### config.mk
export PLATFORM = sky130hd
export DESIGN_NAME = mem_bus_arbiter
export DESIGN_NICKNAME = d
export VERILOG_FILES = /design/src/rtl/mem_bus_arbiter.sv
export SDC_FILE = /design/constraint.sdc
export NUM_CORES = 1
export LEC_CHECK = 0
export ABC_AREA = 1
export BUFFER_PORTS_ARGS = -buffer_cell sky130_fd_sc_hd__buf_4
export CAP_MARGIN = 20
export CORE_MARGIN = 1.5
export CORE_UTILIZATION = 45
export CTS_CLUSTER_DIAMETER = 80
export DETAILED_ROUTE_END_ITERATION = 16
export GPL_TIMING_DRIVEN = 0
export PLACE_DENSITY = 0.83
export SLEW_MARGIN = 0
export SYNTH_ARGS = -nofsm -noshare
export SYNTH_HDL_FRONTEND = slang
export SYNTH_SLANG_ARGS = --single-unit
export TNS_END_PERCENT = 1
### constraint.sdc
create_clock -name clk -period 1.84 [get_ports clk]
set_input_delay 0.276 -clock clk [delete_from_list [all_inputs] [get_ports clk]]
set_output_delay 0.276 -clock clk [all_outputs]
set_load 0.02 [all_outputs]
### src/rtl/mem_bus_arbiter.sv
// Two-master (CPU / DMA) round-robin arbiter for a single memory port.
// Each granted access holds the bus for WAIT_STATES+1 cycles, then pulses the owner's ack.
module mem_bus_arbiter #(
  parameter int ADDR_WIDTH  = 8,
  parameter int DATA_WIDTH  = 8,
  parameter int WAIT_STATES = 2
) (
  input  logic                  clk,
  input  logic                  rst,
  input  logic                  cpu_req,
  input  logic                  cpu_wr,
  input  logic [ADDR_WIDTH-1:0] cpu_addr,
  input  logic [DATA_WIDTH-1:0] cpu_wdata,
  output logic                  cpu_ack,
  output logic [DATA_WIDTH-1:0] cpu_rdata,
  input  logic                  dma_req,
  input  logic                  dma_wr,
  input  logic [ADDR_WIDTH-1:0] dma_addr,
  input  logic [DATA_WIDTH-1:0] dma_wdata,
  output logic                  dma_ack,
  output logic [DATA_WIDTH-1:0] dma_rdata,
  output logic                  mem_en,
  output logic                  mem_wr,
  output logic [ADDR_WIDTH-1:0] mem_addr,
  output logic [DATA_WIDTH-1:0] mem_wdata,
  input  logic [DATA_WIDTH-1:0] mem_rdata,
  output logic [1:0]            grant
);

  localparam int WCW = (WAIT_STATES > 0) ? $clog2(WAIT_STATES + 1) : 1;
  localparam logic [WCW-1:0] WCNT_LOAD = WCW'(WAIT_STATES);
  localparam logic [1:0] G_NONE = 2'b00;
  localparam logic [1:0] G_CPU  = 2'b01;
  localparam logic [1:0] G_DMA  = 2'b10;

  typedef enum logic [1:0] {S_IDLE, S_ACCESS, S_DONE} state_t;

  state_t                r_state, w_next;
  logic [WCW-1:0]        r_wcnt;
  logic                  r_last_dma;
  logic                  r_wr;
  logic [1:0]            r_grant;
  logic [ADDR_WIDTH-1:0] r_mem_addr;
  logic [DATA_WIDTH-1:0] r_mem_wdata;
  logic [DATA_WIDTH-1:0] r_cpu_rdata;
  logic [DATA_WIDTH-1:0] r_dma_rdata;
  logic                  w_pick_cpu;
  logic                  w_pick_dma;

  // On a tie the master that did not win last time gets the bus.
  assign w_pick_cpu = cpu_req & (~dma_req | r_last_dma);
  assign w_pick_dma = dma_req & (~cpu_req | ~r_last_dma);

  always_ff @(posedge clk or posedge rst) begin
    if (rst) r_state <= S_IDLE;
    else     r_state <= w_next;
  end

  always_comb begin
    w_next  = r_state;
    mem_en  = 1'b0;
    mem_wr  = 1'b0;
    cpu_ack = 1'b0;
    dma_ack = 1'b0;
    case (r_state)
      S_IDLE:   if (cpu_req | dma_req) w_next = S_ACCESS;
      S_ACCESS: begin
        mem_en = 1'b1;
        mem_wr = r_wr;
        if (r_wcnt == '0) w_next = S_DONE;
      end
      S_DONE: begin
        cpu_ack = (r_grant == G_CPU);
        dma_ack = (r_grant == G_DMA);
        w_next  = S_IDLE;
      end
      default: w_next = S_IDLE;
    endcase
  end

  always_ff @(posedge clk or posedge rst) begin
    if (rst) begin
      r_wcnt      <= '0;
      r_last_dma  <= 1'b1;
      r_wr        <= 1'b0;
      r_grant     <= G_NONE;
      r_mem_addr  <= '0;
      r_mem_wdata <= '0;
      r_cpu_rdata <= '0;
      r_dma_rdata <= '0;
    end else begin
      case (r_state)
        S_IDLE: if (w_pick_cpu | w_pick_dma) begin
          r_mem_addr  <= w_pick_cpu ? cpu_addr  : dma_addr;
          r_mem_wdata <= w_pick_cpu ? cpu_wdata : dma_wdata;
          r_wr        <= w_pick_cpu ? cpu_wr    : dma_wr;
          r_grant     <= w_pick_cpu ? G_CPU     : G_DMA;
          r_last_dma  <= w_pick_dma;
          r_wcnt      <= WCNT_LOAD;
        end
        S_ACCESS: begin
          if (r_wcnt != '0) begin
            r_wcnt <= r_wcnt - WCW'(1);
          end else if (!r_wr) begin
            if (r_grant == G_CPU) r_cpu_rdata <= mem_rdata;
            else                  r_dma_rdata <= mem_rdata;
          end
        end
        S_DONE:  r_grant <= G_NONE;
        default: r_grant <= G_NONE;
      endcase
    end
  end

  assign mem_addr  = r_mem_addr;
  assign mem_wdata = r_mem_wdata;
  assign cpu_rdata = r_cpu_rdata;
  assign dma_rdata = r_dma_rdata;
  assign grant     = r_grant;

endmodule

After elaboration in Yosys (flattened, before gate mapping)
Cells that the tools add are included.
{"block": "classes", "addsub": 1, "eq_ne": 8, "n_mux": 16, "bitwise_logic": 13, "n_reduce_logical": 10}
{"op": "8-bit 2-to-1 mux", "count": 2}
{"op": "2-bit 2-to-1 mux", "count": 6}
{"op": "2-bit case mux with 2 select lines", "count": 3}
{"op": "2-bit != test (second input constant)", "count": 4}
{"op": "4-bit AND reduction", "count": 2}
{"op": "1-bit NOT", "count": 7}
{"op": "2-bit AND reduction", "count": 3}
{"op": "1-bit 2-to-1 mux", "count": 5}
{"op": "2-bit by 1-bit == test with 1-bit output (second input constant)", "count": 2}
{"op": "2-bit == test (second input constant)", "count": 2}
{"op": "2-bit zero test", "count": 2}
{"op": "1-bit OR", "count": 4}
{"op": "2-bit nonzero test", "count": 2}
{"op": "3-bit AND reduction", "count": 1}
{"op": "1-bit AND", "count": 2}
{"op": "2-bit by 1-bit subtractor with 2-bit output (second input constant)", "count": 1}
{"block": "word_totals", "regBits": 40, "in_bits": 46, "output_inout_bits": 38, "word_cells": 57}

Longest topological paths before layout
{"block": "logic_depth", "depth_word": 6, "depth_mapped": 7, "ltp_nobuf": 7}

Least setup slack after synthesis
No wires, ideal clock.
{"block": "synth_timing", "kind": "flip-flop to output port", "start": "register r_grant[1], in the netlist grant[1]", "end": "output dma_ack", "arrival_ns": 1.074, "required_ns": 1.564, "setup_slack_ns": 0.490, "stages_incl_launch_ff": 3, "n_path_buf": 0, "cell_sequence": "dfrtp_1 > inv_1 > nor3_1"}
{"block": "synth_between", "elab_chain_len": 2}
{"item": "start: declaration", "line_no": "42", "text": "logic [1:0] r_grant;"}
{"item": "start signal: assignment", "line_no": "97", "text": "r_grant <= w_pick_cpu ? G_CPU : G_DMA;"}
{"item": "2-bit == test", "line_no": "74", "text": "dma_ack = (r_grant == G_DMA);"}
{"item": "1-bit 2-to-1 mux", "line_no": "65", "text": "case (r_state)"}
{"item": "end: declaration", "line_no": "20", "text": "output logic dma_ack,"}
No other way between the ends.

Worst setup path after layout
{"block": "layout_timing", "start": "register r_wcnt[0]", "end": "register r_cpu_rdata[0], in the netlist cpu_rdata[0]"}
{"block": "layout_between", "elab_chain_len": 3}
{"item": "start: declaration", "line_no": "39", "text": "logic [WCW-1:0] r_wcnt;"}
{"item": "start signal: assignment", "line_no": "103", "text": "r_wcnt <= r_wcnt - WCW'(1);"}
{"item": "2-bit nonzero test", "line_no": "102", "text": "if (r_wcnt != '0) begin"}
{"item": "1-bit NOT (no source line)"}
{"item": "4-bit AND reduction (no source line)"}
{"item": "end signal: assignment", "line_no": "105", "text": "if (r_grant == G_CPU) r_cpu_rdata <= mem_rdata;"}
{"item": "end: declaration", "line_no": "45", "text": "logic [DATA_WIDTH-1:0] r_cpu_rdata;"}
No other way between the ends.
A chain may end at the register's enable or synchronous reset.

==> run summary <==
status = finished clean
Async SR Flop Fraction = 1.000
Tot GR Track Use = 0.2364
Period Utilization, post-route = 0.8654
Crit. End Element = flip-flop
TritonCTS clock tree = yes
gr ovfl total = 0
worst-margin pin slew = 0.8254 ns
Cell variety after synth = 20
Final Setup Violations = 0
Synth top area share = 0.5145
number of buffers added on ports = 82
die area = 4614 um2
Final ANT Viol Nets = 0
mapped cell area = 1897 um2
Yosys warnings = 0
Cells after Synth = 216
first-pass GRT wire length = 8.004 mm
CTS clk-pin slew, worst paths = 0.07 ns
initial antenna violation count = 0
Core Rows = 23
Fillers = 373
Starting DRT DRC Count = 218
total core area = 4029 um2
via count = 1903
slowest stage cell, crit path = dfrtp_1
Worst Setup Start Kind = flip-flop
Post-Syn Nets = 263
synthesized area per cell = 8.782 um2
Synth area leaders = dfrtp_1 51%, nand3_1 15%, nand2_1 13%, nand4_1 5.6%, buf_4 2.8%
clock sinks = 40
die width = 67.93 um
I/O pins = 84
Area Overhead vs Synth = 40.83%
ant diodes = 0
RSZ-0062 raised after global routing = no
Top FF cell, synth = dfrtp_1
kind of critical path = flip-flop to flip-flop
wire length per cell = 14.52 um
vias in the first global route = 1784
Pre-antenna DRT Iters = 4
EDFF count, synth = 0
CP peak stage delay = 0.40 ns
Placer Congestion = 0.8461
clk root buf = clkbuf_8
total routed wirelength = 5.155 mm
Layout Skew = 0.004771 ns
Power Total = 5049 uW
Slew Limit Fails = 0
largest net degree at the start of global routing = 41
critical-path cell list = inv_1, ha_1, inv_1, nor2_2, nand3_4, nand2_1, nand2_1
Inserted Clock Buffers = 5
Post-CTS Setup Bufs = 0
worst hold slack = 0.1477 ns
crit path DAT = 1.78 ns
Vias/cell = 5.361
endpoints failing hold = 0
required time worst endpoint = 2.03 ns
leading cell types in the layout, fill and taps excluded = 89 x buf_4, 66 x nand2_1, 55 x nand3_1
Die H = 67.93 um
DP HPWL = 3.741 mm
Synth area leader = dfrtp_1
hold_buf cts = 0
Setup Total Neg Slack = 0 ns
HP Class = input pin to asynchronous set/reset pin
post-synthesis sequential area ratio = 0.5284
Worst VDD drop = 928.8 uV
Final Net Count = 352
# H-tree levels = 2
Clock Latency Late Sink = 0.30 ns
Max-slew headroom = 0.4489
pwr dens = 1890 nW/um2
MaxCap Viol Count = 0
min Tclk post-route = 1.592 ns
register bit total from synthesis = 40
Post-CTS Resized = 0
leakage = 0.001415 uW
share of layout cells above drive strength 1 = 0.3770
fmax = 628.0 MHz
Max Fanout on Critical Path = 9
Residual DRC = 0
clock buffer depth = 2
commonest non-fill, non-tap cell in the layout = buf_4
Initial Utilization = 0.4708
[power breakdown]
part	switching [uW]	total, uW	internal, uW
Sequential	323	1660	1330
Clock	300	634	334
Combinational	1680	2760	1070
Total	2310	5050	2740
[critical path, delay by kind of cell (launching register included)]
family	cells	cell delay [ns]
fa+ha+maj	1	0.15
buf+inv	2	0.20
flops	1	0.40
simple gates	4	0.73
[layout make-up]
cell class	count	area (um2)	share of cell area
Tap cell	50	62.56	0.02342
Clock buffer	7	96.34	0.03607
Multi-Input combinational cell	156	792.0	0.2965
Buffer	9	61.31	0.02295
Timing Repair Buffer	82	615.6	0.2304
Sequential cell	40	1002	0.3752
Inverter	11	41.29	0.01546
[through the flow]
stage | utilization | cells | area, um2 | setup WS (ns)
2_1_floorplan | - | 216 | 1897 | 0.4905
3_3_place_gp | 0.6391 | 348 | 2575 | 0.1228
3_5_place_dp | 0.6391 | 348 | 2575 | 0.2425
4_1_cts | 0.6630 | 355 | 2671 | 0.2302
5_1_grt | 0.6630 | 355 | 2671 | 0.08276
6_report | 0.6630 | 355 | 2671 | 0.2478
[Yosys cell counts, types with 2 or more instances]
| cell type | n |
|---|---|
| buf_4 | 7 |
| dfrtp_1 | 39 |
| inv_1 | 8 |
| inv_2 | 3 |
| nand2_1 | 66 |
| nand2_2 | 4 |
| nand2_4 | 2 |
| nand3_1 | 55 |
| nand4_1 | 17 |
| nor2_1 | 3 |
| nor2_4 | 3 |
[final timing paths]
| check | startpoint | slack, ns | end | depth (start not counted) |
|---|---|---|---|---|
| hold reg to reg | cpu_rdata[7] | 0.47 | cpu_rdata[7] | 2 |
| hold / removal | rst | 0.15 | cpu_rdata[6] | 2 |
| min in group clk | cpu_wr | 0.21 | r_wr | 3 |
| setup / recovery | r_wcnt[0] | 0.25 | cpu_rdata[0] | 7 |
| max in group asynchronous | rst | 1.17 | mem_addr[5] | 2 |
| setup reg to reg | r_wcnt[0] | 0.25 | cpu_rdata[0] | 7 |
[registers in the layout, indices dropped and copies added (netlist names)]
| name | cells |
|---|---|
| cpu_rdata | 8 |
| dma_rdata | 8 |
| grant | 2 |
| mem_addr | 8 |
| mem_wdata | 8 |
| r_last_dma | 1 |
| r_state | 2 |
| r_wcnt | 2 |
| r_wr | 1 |
[layer usage]
metal | share of wire | track usage | up-vias
met4 | 0.021 | 0.1200 | 0
met3 | 0.061 | 0.04605 | 8
li1 | - | - | 904
met2 | 0.51 | 0.3944 | 71
met5 | 0 | 0 | -
met1 | 0.40 | 0.2906 | 920
[logic make-up (layout without fill, tap and decap cells)]
kind of cell | after synthesis | count (layout) | synth area share
AND/OR/NAND/NOR | 154 | 154 | 0.4063
adder cells (fa/ha/maj) | 1 | 1 | 0.006595
AO/OA/AOI/OAI | 1 | 1 | 0.004618
flip-flops | 40 | 40 | 0.5284
buffers and inverters | 20 | 109 | 0.05409
Power figures use the tool's default switching activity.
